===== config.mk =====
export PLATFORM = sky130hd
export DESIGN_NAME = gru_run_ctrl
export DESIGN_NICKNAME = d
export VERILOG_FILES = /design/src/rtl/gru_run_ctrl.sv
export SDC_FILE = /design/constraint.sdc
export NUM_CORES = 2
export LEC_CHECK = 0
export ABC_AREA = 1
export CAP_MARGIN = 40
export CORE_AREA = 2 2 312 314
export CTS_BUF_LIST = sky130_fd_sc_hd__clkbuf_16
export DETAILED_ROUTE_END_ITERATION = 6
export DIE_AREA = 0 0 314 316
export GPL_ROUTABILITY_DRIVEN = 0
export GPL_TIMING_DRIVEN = 0
export PLACE_DENSITY = 0.6
export SETUP_SLACK_MARGIN = 0.05
export SLEW_MARGIN = 0
export SYNTH_ARGS = -nofsm -noshare
export SYNTH_HDL_FRONTEND = slang
export SYNTH_SLANG_ARGS = --single-unit

===== constraint.sdc =====
create_clock -name clk -period 1.9 [get_ports clk]
set_clock_uncertainty 0.05 [all_clocks]
set_input_delay 0.38 -clock clk [delete_from_list [all_inputs] [get_ports clk]]
set_output_delay 0.38 -clock clk [all_outputs]
set_load 0.03 [all_outputs]

===== src/rtl/gru_run_ctrl.sv =====
// gru_run_ctrl: collects streamed feature words into a timestep window, launches the GRU model
// and hands its prediction downstream, with a watchdog on the model's completion.
module gru_run_ctrl #(
  parameter int DATA_W      = 32,
  parameter int N_FEAT      = 3,
  parameter int N_STEPS     = 7,
  parameter int SLIDE       = 1,
  parameter int TIMEOUT_CYC = 65535
) (
  input  logic                               clk,
  input  logic                               rstn,
  input  logic                               s_valid,
  output logic                               s_ready,
  input  logic [DATA_W-1:0]                  s_data,
  output logic                               o_start_model,
  input  logic                               i_model_done,
  output logic [N_STEPS*N_FEAT*DATA_W-1:0]   o_seq_flat,
  input  logic [DATA_W-1:0]                  i_prediction,
  output logic                               m_valid,
  input  logic                               m_ready,
  output logic [DATA_W-1:0]                  m_data,
  output logic                               o_busy,
  output logic                               o_timeout,
  output logic [15:0]                        o_run_count
);
  localparam int TOT = N_STEPS * N_FEAT;
  localparam int FW  = $clog2(N_FEAT + 1);
  localparam int SW  = $clog2(N_STEPS + 1);
  localparam int TW  = $clog2(TIMEOUT_CYC + 1);
  localparam logic [1:0] FILL  = 2'd0;
  localparam logic [1:0] START = 2'd1;
  localparam logic [1:0] WAIT  = 2'd2;
  localparam logic [1:0] OUT   = 2'd3;
  logic [1:0]            state;
  logic [FW-1:0]         f_cnt;
  logic [SW-1:0]         fill_cnt;
  logic [SW-1:0]         fill_inc;
  logic [TW-1:0]         timer;
  logic [TOT*DATA_W-1:0] win;
  logic                  m_vld;
  logic                  acc;
  logic                  f_wrap;
  logic                  fill_last;
  logic                  t_exp;
  assign acc       = s_valid && s_ready;
  assign f_wrap    = f_cnt == FW'(N_FEAT - 1);
  assign fill_inc  = fill_cnt == SW'(N_STEPS) ? fill_cnt : fill_cnt + 1'b1;
  assign fill_last = f_wrap && fill_inc == SW'(N_STEPS);
  assign t_exp     = timer == TW'(TIMEOUT_CYC - 1);
  // Control outputs are forced low while reset is held, not just after the reset edge.
  assign s_ready       = rstn && state == FILL;
  assign o_start_model = rstn && state == START;
  assign o_busy        = rstn && state != FILL;
  assign o_timeout     = rstn && state == WAIT && t_exp && !i_model_done;
  assign m_valid       = rstn && m_vld;
  assign o_seq_flat    = win;
  always_ff @(posedge clk) begin
    if (!rstn) begin
      state       <= FILL;
      win         <= '0;
      f_cnt       <= '0;
      fill_cnt    <= '0;
      timer       <= '0;
      o_run_count <= '0;
      m_data      <= '0;
      m_vld       <= 1'b0;
    end else begin
      if (acc) begin
        win   <= {s_data, win[TOT*DATA_W-1:DATA_W]};
        f_cnt <= f_wrap ? '0 : f_cnt + 1'b1;
        if (f_wrap) fill_cnt <= fill_inc;
      end
      case (state)
        FILL: if (acc && fill_last) state <= START;
        START: begin
          timer <= '0;
          state <= WAIT;
        end
        WAIT: begin
          // A completion arriving on the last allowed cycle still counts.
          if (i_model_done) begin
            m_data <= i_prediction;
            m_vld  <= 1'b1;
            state  <= OUT;
          end else if (t_exp) begin
            fill_cnt <= '0;
            f_cnt    <= '0;
            state    <= FILL;
          end else begin
            timer <= timer + 1'b1;
          end
        end
        default: if (m_ready) begin
          m_vld       <= 1'b0;
          o_run_count <= o_run_count + 1'b1;
          fill_cnt    <= SLIDE != 0 ? SW'(N_STEPS - 1) : '0;
          f_cnt       <= '0;
          state       <= FILL;
        end
      endcase
    end
  end
endmodule


==> summary.txt <==
Run status
  – Status: complete, but fails checks
  – Failing checks: negative setup slack

Worst setup path
  – Critical path startpoint: timer[14]$_SDFFE_PN0P_
  – WP data arrival: 1840 ps
  – Critical R2R Launch: state[1]$_SDFFE_PN0P_
  – Reg2reg path depth: 13
  – Critical path capture point: o_timeout
  – Reg2reg setup slack: -190 ps
  – End of the worst register-to-register path: o_seq_flat[308]$_SDFFE_PN0N_
  – Startpoint types: flop
  – Crit path required time: 1470 ps
  – Worst setup EP type: output port
  – WS Path Type: reg -> out
  – Crit Path Max Fanout: 5

Timing
  – TNS Setup: -42,300 ps
  – Slew Viols, Final: 0
  – Unrepaired setup endpoints after global routing: true
  – Post-layout minimum cycle time: between 2000 and 2500 ps
  – Worst slew pin tran: 768 ps
  – Final Hold Fails: 0
  – Fmax: 441 MHz
  – Final worst setup slack: -367 ps
  – Period utilisation layout: 1.19
  – Relative slew margins: 0.488
  – Hold slack: 221 ps
  – Final setup violation count: 588

Floorplan
  – Die H: 316 um
  – Die area: about 0.099 mm2
  – Initial core utilization: 0.274
  – IO Count: 794
  – Core Area: ~0.096 mm2
  – Die Width: 314 um
  – Rows: 114

Route
  – Initial drt markers: 2,066
  – Vias: 28.4k
  – Drt first pass iters: 5
  – Vias/cell: a little under 5
  – Routed Antenna Nets: 0
  – Wirelength per Cell: about 22 um
  – Total wire length: about 130 mm
  – Drc violations: 0

Yosys
  – Mapped Avg Cell Area: approximately 8 um2
  – Ys flop type: dfxtp_1
  – Async SR Flop Fraction: 0
  – Syn nets: 3,460
  – Ys Warns: 0
  – Synth cell types: 33
  – Post-synth EDFFs: 0
  – Top cell type's share of synthesized area: 0.566
  – Mapped Area: 0.0263 mm2
  – Area contributors post-synth: dfxtp_1 57%, nand2_1 19%, nand3_1 13%
  – Sequential-to-total area share from yosys stat: 0.566
  – Yosys reg bits: 744
  – Post-synthesis instance total: roughly 3.4k
  – Synth area leader: dfxtp_1

GRT
  – GRT overflow: 0
  – Largest net degree at the start of global routing: 14
  – Global-route wire length before repair: 177 mm
  – Total GRT Usage: 0.237
  – Vias in the first global route: between 20k and 30k
  – Initial antenna violation count: 0

Clocking
  – Clk slew on worst S/H paths: 60 ps
  – Skew-Pair Late Insertion Delay: 660 ps
  – CTS tree: yes
  – CTS Sinks: 744
  – Root buffer cell: clkbuf_16
  – TritonCTS buffer count: 81
  – Clk buf depth: 3
  – H-tree levels: 3

Placement
  – Port-buffer cells: ~800
  – Placed Instances: 5,452
  – Final HPWL DP: approximately 90 mm

Cells and area
  – Share of post-route cells with drive strength above 1: 0.414
  – Final Util: 0.477
  – Fill cell count: 9,005
  – Synthesis-to-finish area growth: 74.3%
  – Non-Filler Instances: 5,780
  – Final nets: between 4k and 5k

Min path
  – Hold WC Path Type: in -> reg

Flow run
  – Max-cap violations: 0

Pwr
  – Power density cells: 942 mW/mm2
  – Worst VDD drop: 0.712 mV
  – Static Leak: approximately 28 nW
cells in the final DEF (no fill, tap or decap), drive strengths merged, types with 2 or more instances in the layout:
cell type / instances
o21bai: 4
clkbuf: 591
buf: 370
bufinv: 4
nand3: 670
nor2: 141
dlymetal6s2s: 259
xor2: 7
clkinv: 41
a21oi: 43
ha: 8
nand2: 1365
nand4: 6
clkdlybuf4s50: 67
o21a: 2
o21ai: 82
clkinvlp: 2
inv: 77
clkdlybuf4s15: 3
nor3: 8
dfxtp: 744
timing repair:
| action | in CTS | in global routing |
|---|---|---|
| pin swaps | 182 | 391 |
| setup endpoints to repair | 1459 | 1408 |
| resized for setup | 1108 | 2400 |
| gates cloned | 73 | 39 |
| hold buffers | 0 | 0 |
| setup buffers | 55 | 39 |
routing by layer:
layer	global-route usage	wire length [um]	share of wire	up-vias
li1	-	-	-	13093
met1	0.294	52500	0.41	13824
met2	0.386	60100	0.47	1160
met3	0.0602	9900	0.077	309
met4	0.113	6280	0.049	0
met5	0	0	0	-
report_power, final:
part | internal, W | switching [W] | total (W)
clock | 0.00856 | 0.00675 | 0.0153
combinational | 0.00548 | 0.00602 | 0.0115
sequential | 0.0160 | 0.000363 | 0.0164
critical path, stage by stage (launching register included):
cell	delay [ps]
dfxtp_1	410
nand2_1	130
nor2_4	150
nand2_4	70
nor4_4	250
buf_6	190
through the flow:
| step | power, W | worst slack (ps) | instance area, um2 |
|---|---|---|---|
| final | 0.0432 | -367 | 45800 |
| after global routing | 0.0445 | -455 | 45800 |
| after CTS | 0.0411 | -363 | 42500 |
| after detailed placement | 0.0221 | -1670 | 35800 |
| after global placement | 0.0221 | -1640 | 35800 |
| after floorplan | 0.0199 | 53.5 | 26300 |
worst min-delay path by stage:
| stage | slack (ps) | end | depth (start not counted) | startpoint |
|---|---|---|---|---|
| after floorplan | 400 | fill_cnt[2]$_SDFF_PN0_ | 2 | fill_cnt[2]$_SDFF_PN0_ |
| after global placement | 400 | o_seq_flat[12]$_SDFFE_PN0N_ | 2 | o_seq_flat[12]$_SDFFE_PN0N_ |
| after detailed placement | 410 | o_seq_flat[12]$_SDFFE_PN0N_ | 2 | o_seq_flat[12]$_SDFFE_PN0N_ |
| after CTS | 160 | o_seq_flat[641]$_SDFFE_PN0N_ | 3 | s_data[1] |
| after global routing | 200 | o_seq_flat[641]$_SDFFE_PN0N_ | 3 | s_data[1] |
| final | 220 | o_seq_flat[642]$_SDFFE_PN0N_ | 3 | s_data[2] |
kinds of logic after synthesis:
| group | Yosys count | synth area share |
|---|---|---|
| fa+ha+maj | 8 | 0.00381 |
| buf+inv | 296 | 0.0509 |
| flops | 744 | 0.566 |
| xor+xnor | 7 | 0.00233 |
| compound gates | 133 | 0.0265 |
| simple gates | 2195 | 0.350 |
state kept, by name, indices dropped and copies added (netlist names):
signal / cells
o_run_count: 16
m_data: 32
o_seq_flat: 672
state: 2
timer: 16
fill_cnt: 3
f_cnt: 2
m_vld: 1
synthesized netlist by cell type, types with 2 or more instances:
| cell type | number |
|---|---|
| o21bai_1 | 4 |
| xor2_1 | 7 |
| nor2_4 | 5 |
| buf_2 | 106 |
| nand3_1 | 670 |
| buf_6 | 12 |
| o21a_1 | 2 |
| inv_1 | 54 |
| nand2_1 | 1360 |
| o21ai_0 | 81 |
| nand2_2 | 5 |
| a21oi_1 | 43 |
| nor2_2 | 6 |
| nand4_1 | 6 |
| clkbuf_1 | 82 |
| nor2_1 | 129 |
| dfxtp_1 | 744 |
| inv_2 | 2 |
| buf_1 | 37 |
| nor3_1 | 8 |
| ha_1 | 8 |
layout make-up:
type | instances | area (um2) | share of cell area
Inverter | 58 | 264 | 0.00576
Buffer | 227 | 2400 | 0.0523
Antenna cell | 1 | 2.50 | 0.0000546
Tap cell | 1276 | 1600 | 0.0348
Multi-Input combinational cell | 2343 | 13800 | 0.302
Sequential cell | 744 | 15000 | 0.327
Clock inverter | 66 | 434 | 0.00947
Clock buffer | 84 | 2100 | 0.0459
Timing Repair Buffer | 981 | 10200 | 0.223
Note: power is estimated with default switching activity, not from simulation.
